`src/rtl/mdu_pkg.sv`:
```
// Shared definitions for the multiply/divide unit: op encodings, FSM states
// and helpers used by the top level and the sequential divider.
package mdu_pkg;

    typedef enum logic [2:0] {
        MDU_MULT  = 3'b000,
        MDU_MULTU = 3'b001,
        MDU_DIV   = 3'b010,
        MDU_DIVU  = 3'b011,
        MDU_MADD  = 3'b100,
        MDU_MSUB  = 3'b101,
        MDU_MTHI  = 3'b110,
        MDU_MTLO  = 3'b111
    } mdu_op_e;

    typedef enum logic [1:0] {
        IDLE = 2'b00,
        MUL  = 2'b01,
        DIV  = 2'b10,
        FIX  = 2'b11
    } mdu_state_e;

    localparam int MDU_WIDTH = 32;

    // Counter must hold the value WIDTH itself, hence WIDTH+1.
    function automatic int div_cnt_w(input int width);
        return $clog2(width + 1);
    endfunction

    localparam int MDU_DIV_CNT_W = div_cnt_w(MDU_WIDTH);

    function automatic logic op_is_signed(input mdu_op_e op);
        return (op != MDU_MULTU) && (op != MDU_DIVU);
    endfunction

endpackage

```
`src/rtl/mul_div_unit_seq_divider.sv`:
```
// Unsigned radix-2 restoring divider: one quotient bit per cycle, WIDTH cycles.
// done is high in the cycle of the final iteration; results are valid from the next cycle.
module seq_divider
    import mdu_pkg::*;
#(
    parameter int WIDTH = MDU_WIDTH
) (
    input  logic             clk,
    input  logic             srst,
    input  logic             load,
    input  logic             abort,
    input  logic [WIDTH-1:0] dividend,
    input  logic [WIDTH-1:0] divisor,
    output logic [WIDTH-1:0] quotient,
    output logic [WIDTH-1:0] remainder,
    output logic             done
);

    localparam int CNT_W = div_cnt_w(WIDTH);

    logic [WIDTH-1:0] quo_q, quo_d;
    logic [WIDTH-1:0] rem_q, rem_d;
    logic [WIDTH-1:0] dvs_q, dvs_d;
    logic [CNT_W-1:0] cnt_q, cnt_d;
    logic             active_q, active_d;
    logic [WIDTH:0]   shifted;
    logic [WIDTH:0]   diff;

    always_comb begin
        quo_d    = quo_q;
        rem_d    = rem_q;
        dvs_d    = dvs_q;
        cnt_d    = cnt_q;
        active_d = active_q;
        // Partial remainder shifted left with the next dividend bit pulled in from the quotient register.
        shifted  = {rem_q, quo_q[WIDTH-1]};
        diff     = shifted - {1'b0, dvs_q};

        if (abort) begin
            active_d = 1'b0;
            cnt_d    = '0;
        end else if (load) begin
            quo_d    = dividend;
            rem_d    = '0;
            dvs_d    = divisor;
            cnt_d    = CNT_W'(WIDTH);
            active_d = 1'b1;
        end else if (active_q) begin
            if (diff[WIDTH]) begin
                rem_d = shifted[WIDTH-1:0];
                quo_d = {quo_q[WIDTH-2:0], 1'b0};
            end else begin
                rem_d = diff[WIDTH-1:0];
                quo_d = {quo_q[WIDTH-2:0], 1'b1};
            end
            cnt_d = cnt_q - CNT_W'(1);
            if (cnt_q == CNT_W'(1)) begin
                active_d = 1'b0;
            end
        end
    end

    always_ff @(posedge clk) begin
        if (srst) begin
            quo_q    <= '0;
            rem_q    <= '0;
            dvs_q    <= '0;
            cnt_q    <= '0;
            active_q <= 1'b0;
        end else begin
            quo_q    <= quo_d;
            rem_q    <= rem_d;
            dvs_q    <= dvs_d;
            cnt_q    <= cnt_d;
            active_q <= active_d;
        end
    end

    assign done      = active_q && (cnt_q == CNT_W'(1));
    assign quotient  = quo_q;
    assign remainder = rem_q;

endmodule

```
`src/rtl/mul_div_unit.sv`:
```
// Multi-cycle multiply/divide unit owning HI/LO: pipelined multiply with MADD/MSUB
// accumulation, iterative signed/unsigned divide, and MTHI/MTLO moves.
module mul_div_unit
    import mdu_pkg::*;
#(
    parameter int WIDTH      = MDU_WIDTH,
    parameter int MUL_STAGES = 2
) (
    input  logic             Clk,
    input  logic             Reset,
    input  logic             Start,
    input  logic [2:0]       Op,
    input  logic [WIDTH-1:0] A,
    input  logic [WIDTH-1:0] B,
    input  logic             Flush,
    output logic             Busy,
    output logic             Done,
    output logic             DivZero,
    output logic [WIDTH-1:0] HI,
    output logic [WIDTH-1:0] LO
);

    localparam int MCNT_W = $clog2(MUL_STAGES + 1);
    localparam int PW     = 2 * WIDTH;

    mdu_state_e       state_q, state_d;
    mdu_op_e          op_q, op_d;
    logic [WIDTH-1:0] hi_q, hi_d;
    logic [WIDTH-1:0] lo_q, lo_d;
    logic             done_q, done_d;
    logic             divzero_q, divzero_d;
    logic [MCNT_W-1:0] mcnt_q, mcnt_d;
    logic             qneg_q, qneg_d;
    logic             rneg_q, rneg_d;

    mdu_op_e          op_in;
    logic             in_signed;
    logic [PW-1:0]    a_ext, b_ext, prod_comb;
    logic [WIDTH-1:0] a_mag, b_mag;
    logic             mul_start;
    logic [PW-1:0]    mul_src;
    mdu_op_e          mul_op;
    logic [PW-1:0]    mul_res;
    logic             div_load, div_abort, div_done;
    logic [WIDTH-1:0] div_quo, div_rem;
    logic [WIDTH-1:0] q_fix, r_fix;

    assign op_in     = mdu_op_e'(Op);
    assign in_signed = op_is_signed(op_in);

    // Sign- or zero-extend to full product width; the truncated product is exact mod 2^PW.
    assign a_ext     = in_signed ? {{WIDTH{A[WIDTH-1]}}, A} : {{WIDTH{1'b0}}, A};
    assign b_ext     = in_signed ? {{WIDTH{B[WIDTH-1]}}, B} : {{WIDTH{1'b0}}, B};
    assign prod_comb = a_ext * b_ext;

    assign a_mag = (in_signed && A[WIDTH-1]) ? ('0 - A) : A;
    assign b_mag = (in_signed && B[WIDTH-1]) ? ('0 - B) : B;

    generate
        if (MUL_STAGES == 1) begin : g_mul_direct
            assign mul_src = prod_comb;
        end else begin : g_mul_pipe
            logic [MUL_STAGES-2:0][PW-1:0] stage_q, stage_d;

            assign stage_d[0] = mul_start ? prod_comb : stage_q[0];
            for (genvar gi = 1; gi < MUL_STAGES - 1; gi++) begin : g_stage
                assign stage_d[gi] = stage_q[gi-1];
            end

            always_ff @(posedge Clk) begin
                if (Reset) begin
                    stage_q <= '0;
                end else begin
                    stage_q <= stage_d;
                end
            end

            assign mul_src = stage_q[MUL_STAGES-2];
        end
    endgenerate

    // With a single stage the write happens on the accept edge, so the op comes straight from the port.
    assign mul_op = (state_q == IDLE) ? op_in : op_q;

    always_comb begin
        case (mul_op)
            MDU_MADD: mul_res = {hi_q, lo_q} + mul_src;
            MDU_MSUB: mul_res = {hi_q, lo_q} - mul_src;
            default:  mul_res = mul_src;
        endcase
    end

    seq_divider #(
        .WIDTH(WIDTH)
    ) u_div (
        .clk      (Clk),
        .srst     (Reset),
        .load     (div_load),
        .abort    (div_abort),
        .dividend (a_mag),
        .divisor  (b_mag),
        .quotient (div_quo),
        .remainder(div_rem),
        .done     (div_done)
    );

    assign q_fix = qneg_q ? ('0 - div_quo) : div_quo;
    assign r_fix = rneg_q ? ('0 - div_rem) : div_rem;

    always_comb begin
        state_d   = state_q;
        op_d      = op_q;
        hi_d      = hi_q;
        lo_d      = lo_q;
        done_d    = 1'b0;
        divzero_d = 1'b0;
        mcnt_d    = mcnt_q;
        qneg_d    = qneg_q;
        rneg_d    = rneg_q;
        div_load  = 1'b0;
        div_abort = 1'b0;
        mul_start = 1'b0;

        case (state_q)
            IDLE: begin
                if (Start && !Flush) begin
                    op_d = op_in;
                    case (op_in)
                        MDU_MULT, MDU_MULTU, MDU_MADD, MDU_MSUB: begin
                            mul_start = 1'b1;
                            if (MUL_STAGES == 1) begin
                                {hi_d, lo_d} = mul_res;
                                done_d       = 1'b1;
                            end else begin
                                state_d = MUL;
                                mcnt_d  = MCNT_W'(MUL_STAGES - 1);
                            end
                        end
                        MDU_DIV, MDU_DIVU: begin
                            if (B == '0) begin
                                done_d    = 1'b1;
                                divzero_d = 1'b1;
                            end else begin
                                div_load = 1'b1;
                                qneg_d   = in_signed && (A[WIDTH-1] ^ B[WIDTH-1]);
                                rneg_d   = in_signed && A[WIDTH-1];
                                state_d  = DIV;
                            end
                        end
                        MDU_MTHI: begin
                            hi_d   = A;
                            done_d = 1'b1;
                        end
                        MDU_MTLO: begin
                            lo_d   = A;
                            done_d = 1'b1;
                        end
                        default: ;
                    endcase
                end
            end
            MUL: begin
                if (Flush) begin
                    state_d = IDLE;
                end else if (mcnt_q == MCNT_W'(1)) begin
                    {hi_d, lo_d} = mul_res;
                    done_d       = 1'b1;
                    state_d      = IDLE;
                end else begin
                    mcnt_d = mcnt_q - MCNT_W'(1);
                end
            end
            DIV: begin
                if (Flush) begin
                    div_abort = 1'b1;
                    state_d   = IDLE;
                end else if (div_done) begin
                    state_d = FIX;
                end
            end
            FIX: begin
                if (!Flush) begin
                    hi_d   = r_fix;
                    lo_d   = q_fix;
                    done_d = 1'b1;
                end
                state_d = IDLE;
            end
            default: state_d = IDLE;
        endcase
    end

    always_ff @(posedge Clk) begin
        if (Reset) begin
            state_q   <= IDLE;
            op_q      <= MDU_MULT;
            hi_q      <= '0;
            lo_q      <= '0;
            done_q    <= 1'b0;
            divzero_q <= 1'b0;
            mcnt_q    <= '0;
            qneg_q    <= 1'b0;
            rneg_q    <= 1'b0;
        end else begin
            state_q   <= state_d;
            op_q      <= op_d;
            hi_q      <= hi_d;
            lo_q      <= lo_d;
            done_q    <= done_d;
            divzero_q <= divzero_d;
            mcnt_q    <= mcnt_d;
            qneg_q    <= qneg_d;
            rneg_q    <= rneg_d;
        end
    end

    assign Busy    = (state_q != IDLE);
    assign Done    = done_q;
    assign DivZero = divzero_q;
    assign HI      = hi_q;
    assign LO      = lo_q;

endmodule

```
`config.mk`:
```
export PLATFORM = sky130hd
export DESIGN_NAME = mul_div_unit
export DESIGN_NICKNAME = d
export VERILOG_FILES = /design/src/rtl/mdu_pkg.sv /design/src/rtl/mul_div_unit_seq_divider.sv /design/src/rtl/mul_div_unit.sv
export SDC_FILE = /design/constraint.sdc
export NUM_CORES = 2
export LEC_CHECK = 0
export CORE_ASPECT_RATIO = 1.4
export CORE_MARGIN = 2
export CORE_UTILIZATION = 45
export DETAILED_ROUTE_END_ITERATION = 6
export DONT_BUFFER_PORTS = 1
export GPL_TIMING_DRIVEN = 0
export REMOVE_ABC_BUFFERS = 1
export SLEW_MARGIN = 25
export SYNTH_ARGS = -nofsm -noshare
export SYNTH_HDL_FRONTEND = slang
export SYNTH_SLANG_ARGS = --single-unit
```
`constraint.sdc`:
```
create_clock -name Clk -period 11.07 [get_ports Clk]
set_input_delay 0.5535 -clock Clk [delete_from_list [all_inputs] [get_ports Clk]]
set_output_delay 0.5535 -clock Clk [all_outputs]
set_load 0.01 [all_outputs]
```
; Word-level counts from Yosys, hierarchy flattened
; Cells that the tools add are included.
[totals]
ff_bits = 242
latch_bits = 0
ram_bits = 0
romBits = 0
input_bits = 71
elab_cells = 148
n_memories = 0
[op_classes]
addsub = 9
multipliers = 1
div_mod_pow = 0
order_cmp = 0
eq_ne = 28
shift = 0
muxes = 60
bitwise_logic = 6
reduce_logical = 28
[ops]
columns = operator, count
row1 = $mux 32, 19
row2 = $pmux 32 s3, 2
row3 = $mux 64, 2
row4 = $pmux 64 s2, 1
row5 = $sub 1x32->32 const A, 4
row6 = $add 64x64->64, 1
row7 = $mul 64x64->64, 1
row8 = $sub 64x64->64, 1
row9 = $sub 33x32->33, 1
row10 = $logic_not 32->1, 1
row11 = $mux 2, 10
row12 = $eq 3x3->1 const B, 6
row13 = $mux 1, 18
row14 = $mux 6, 2
row15 = $reduce_and 6->1, 2
row16 = $reduce_and 5->1, 2
row17 = $ne 3x3->1 const B, 3
row18 = $ne 2x1->1 const B, 4
row19 = $ne 2x2->1 const B, 4
row20 = $pmux 2 s2, 2
row21 = $pmux 2 s4, 1
row22 = $reduce_or 4->1, 2
row23 = $eq 3x2->1 const B, 2
row24 = $eq 6x1->1 const B, 1
row25 = 22 further kinds, 40

; Logic depth before layout (Yosys ltp)
[logic_depth]
ltp_word = 7
ltp_mapped = 38
mapped_depth_nobuf = 35

; Modules after synthesis
; Synthesis repeated with hierarchy kept, for this count alone.
[unflattened]
hier_cells = 7874
hier_area_um2 = 67709.9
[by_module_without_submodules]
columns = mod, instances, cells_each, area_per_inst_um2
row1 = mul_div_unit, 1, 7115, 61496.5
row2 = seq_divider, 1, 759, 6213.5

; Worst setup path after synthesis
; OpenSTA, ideal clock, no wires.
[synth_timing]
kind = input port to flip-flop
from = input port Op[2]
to = register g_mul_pipe.stage_q[63] (netlist name)
arrival_ns = 9.842
required_ns = 10.937
slack_ns = 1.095
cell_stages = 32
path_cell_list = inv_1 nand2_1 and2_1 clkbuf_1 buf_1 nand2_1 fa_1 inv_1 fa_1 fa_1 inv_1 fa_1 inv_1 fa_1 fa_1 fa_1 fa_1 fa_1 inv_1 fa_1 inv_1 ha_1 and3_1 nand2_1 or2_2 or2_2 a2111oi_0 o31ai_2 o21ai_1 a221oi_1 xnor2_1 a21oi_1
[synth_between]
elab_chain_len = 5
[synth_lines]
columns = item, line_no
row1 = from (decl), mul_div_unit.sv:12  ; input logic [2:0] Op,
row2 = branches (longest 5 deep; another with $mul 64x64->64), --
row3 = to (signal assigned), mul_div_unit.sv:74  ; stage_q <= stage_d;
row4 = to (decl), mul_div_unit.sv:63  ; logic [MUL_STAGES-2:0][PW-1:0] stage_q, stage_d;
; Parallel ways; which one is timed is not known.
; A chain may end at the register's enable or synchronous reset.

; Worst setup path after layout
; Same ends and word-level chain as after synthesis.

==> results.txt <==
Critical Path Max Stage Delay: 700 ps
Die H: 462 um
Slew Viols, Final: 0
Multi-input gate area: 0.0547 mm^2
DP Wirelength: 169,000 um
most frequent cells in the layout: inv_1, fa_1, nand2_1
CTS clk-pin slew, worst paths: 70 ps
cell mode on critical path: fa_1
Crit path buffers/inverters: 8
final instance area: 0.0695 mm^2
post-synthesis cell count: 7,854
crit start category: primary input
Die ar.: 0.153 mm^2
Crit Path Class: in -> reg
Post-route DRC: 0
Final min period: 10,540 ps
Final nets: 9,365
dominant synthesized flop cell: dfxtp_1
met1 usage: 32.3%
total of max-cap violations: 0
largest net degree at the start of global routing: 164
M2 GR Usage: 54.3%
#FFs+latches synth: 242
Hold Worst Slack: 70.6 ps
Starting Density: 45.2%
f_max: 94.9 MHz
number of flops mapped to enable cells by yosys: 0
I/O pins: 138
Critical Path RT: 11,520 ps
TritonCTS clock tree: done
Hold Crit Class: in -> reg
mean post-synth cell area: 8.58 um^2
critical path peak fanout: 30
Pre-antenna DRT Iters: 6
share of layout cells above drive strength 1: 1.89%
RSZ-0062 raised after global routing: false
via count: 52,624
family with the most delay on the worst path: adder cells
fill cell count: 14,811
die width: 331 um
Crit. End Element: flop
CTS max path bufs: 3
clock insertion delay at the later pin of the skew report: 580 ps
yosys warns: 0
post-route setup slack: 528 ps
Std-Cell Rows: 168
GRT Total Usage: 28.8%
Place WS: -1010 ps
GPL Wtd Cong: 0.959
H-tree Lvls: 1
most common cell after layout, fill and taps aside: inv_1
Cell Area, Synth: 0.0674 mm^2
most used routing layer: met2
first-pass GRT wire length: 335,000 um
DRT iter0 DRCs: 2,836
worst slew pin tran: 1160 ps
Worst EP arrival: 10,990 ps
vias in the first global route: 57,399
met3 Resource Use GR: 3.39%
clk root buf: clkbuf_16
Post-DP Area: 0.0686 mm^2
Routed wire per std cell: 22.9 um
Layout area overhead: 3.12%
sequential-to-total area share from yosys stat: 7.19%
status: finished, final reports clean
CTS sink count: 242
number of unique standard cell types used by synthesis: 85
IO Port Bufs: 0
TritonCTS Buffers: 27
Async SR Flop Fraction: 0%
grt ovf: 0
# setup viols final: 0
initial antenna violation count: 9
core area: 0.149 mm^2
Reg area: 0.00485 mm^2
Worst Clk Skew: 20.9 ps
WL final: 216,000 um
number of routed nets with antenna violations: 0
vias per cell: 5.58
final hold viol count: 0
final worst path period share: 95.2%
CP max stage cell: fa_1
Max-Slew Margin vs Limit: 22.4%
==> cells by family (layout without fill, tap and decap cells) <==
kind of cell | count (synthesis) | after routing | synth area share (%)
simple gates | 2180 | 2180 | 15.0
buf+inv | 2077 | 1693 | 11.8
fa+ha+maj | 1842 | 1842 | 50.0
compound gates | 1119 | 1119 | 10.8
xor+xnor | 374 | 374 | 4.86
flops | 242 | 242 | 7.19
mux | 20 | 20 | 0.303
other cells | 0 | 3 | 0
==> cell type report <==
cell class | instances | area share (%)
inverter | 1623 | 8.77
clock inverter | 8 | 0.180
multi-input combinational | 5535 | 78.7
clock buffer | 38 | 1.12
timing repair buffer | 24 | 0.688
tap | 1955 | 3.52
sequential | 242 | 6.97
antenna | 3 | 0.0108
==> synth_stat cells (17+ instances only) <==
master	n	area (um^2)
nor2b_1	26	163
and2_1	365	2280
nor4_1	23	144
xor2_1	141	1230
inv_1	1623	6090
a21oi_1	290	1450
buf_1	75	282
fa_1	1420	28400
ha_1	421	5270
a222oi_1	17	170
dfxtp_1	242	4840
a211oi_1	79	593
o31ai_1	48	360
o41ai_1	29	254
a221oi_1	17	149
o21ai_0	242	1210
nand2_1	1135	4260
o211ai_1	30	225
and3_1	47	294
a22oi_1	29	218
nand4_1	29	181
buf_4	29	218
nor2_1	303	1140
a21o_1	85	638
a31oi_1	66	413
clkbuf_1	332	1250
nand3_1	51	255
xnor2_1	233	2040
a311oi_1	51	447
o21bai_1	26	195
or4_1	27	203
nor3_1	52	260
mux2i_1	17	170
nand2b_1	40	250
==> state kept, by name, summed over array words and instances, names as in the netlist <==
register            cells
u_div.quotient         32
u_div.dvs_q            32
g_mul_pipe.stage_q     64
op_q                    3
Done                    1
mcnt_q                  2
LO                     32
u_div.cnt_q             6
rneg_q                  1
HI                     32
u_div.remainder        32
qneg_q                  1
u_div.active_q          1
state_q                 2
DivZero                 1
==> metrics by stage <==
step / cells / utilization, % / setup TNS [ps]
2_1_floorplan: 7400 / - / 0
3_3_place_gp: 9355 / 45.5 / -77070
3_5_place_dp: 9378 / 45.9 / -7630
4_1_cts: 9424 / 46.6 / 0
5_1_grt: 9425 / 46.6 / 0
6_report: 9428 / 46.6 / 0
==> final timing paths <==
| path | slack [ps] | cells after the start | to | startpoint |
|---|---|---|---|---|
| worst max-delay path | 530 | 32 | g_mul_pipe.stage_q[63] | Op[2] |
| worst min-delay path | 70 | 1 | Done | Flush |
| worst max register to register | 4160 | 18 | HI[10] | state_q[0] |
| worst min register to register | 460 | 2 | u_div.dvs_q[31] | u_div.dvs_q[31] |
==> timing repair <==
| action | CTS | global route |
|---|---|---|
| endpoints found under the setup margin | 8 | 6 |
| buffers inserted | 0 | 1 |
| hold buffers | 0 | 0 |
| resized for setup | 2 | 2 |
| gates cloned | 0 | 0 |
| pin swaps | 0 | 1 |
==> layer usage <==
layer  share of wire [%]  vias up
li1                    -    23442
met1                  37    27173
met2                  53     1535
met3                 4.7      470
met4                 5.0        4
met5               0.014        -
Power is not shown: default switching activity piles up to over one toggle a cycle in this logic, so the estimate is an artifact.
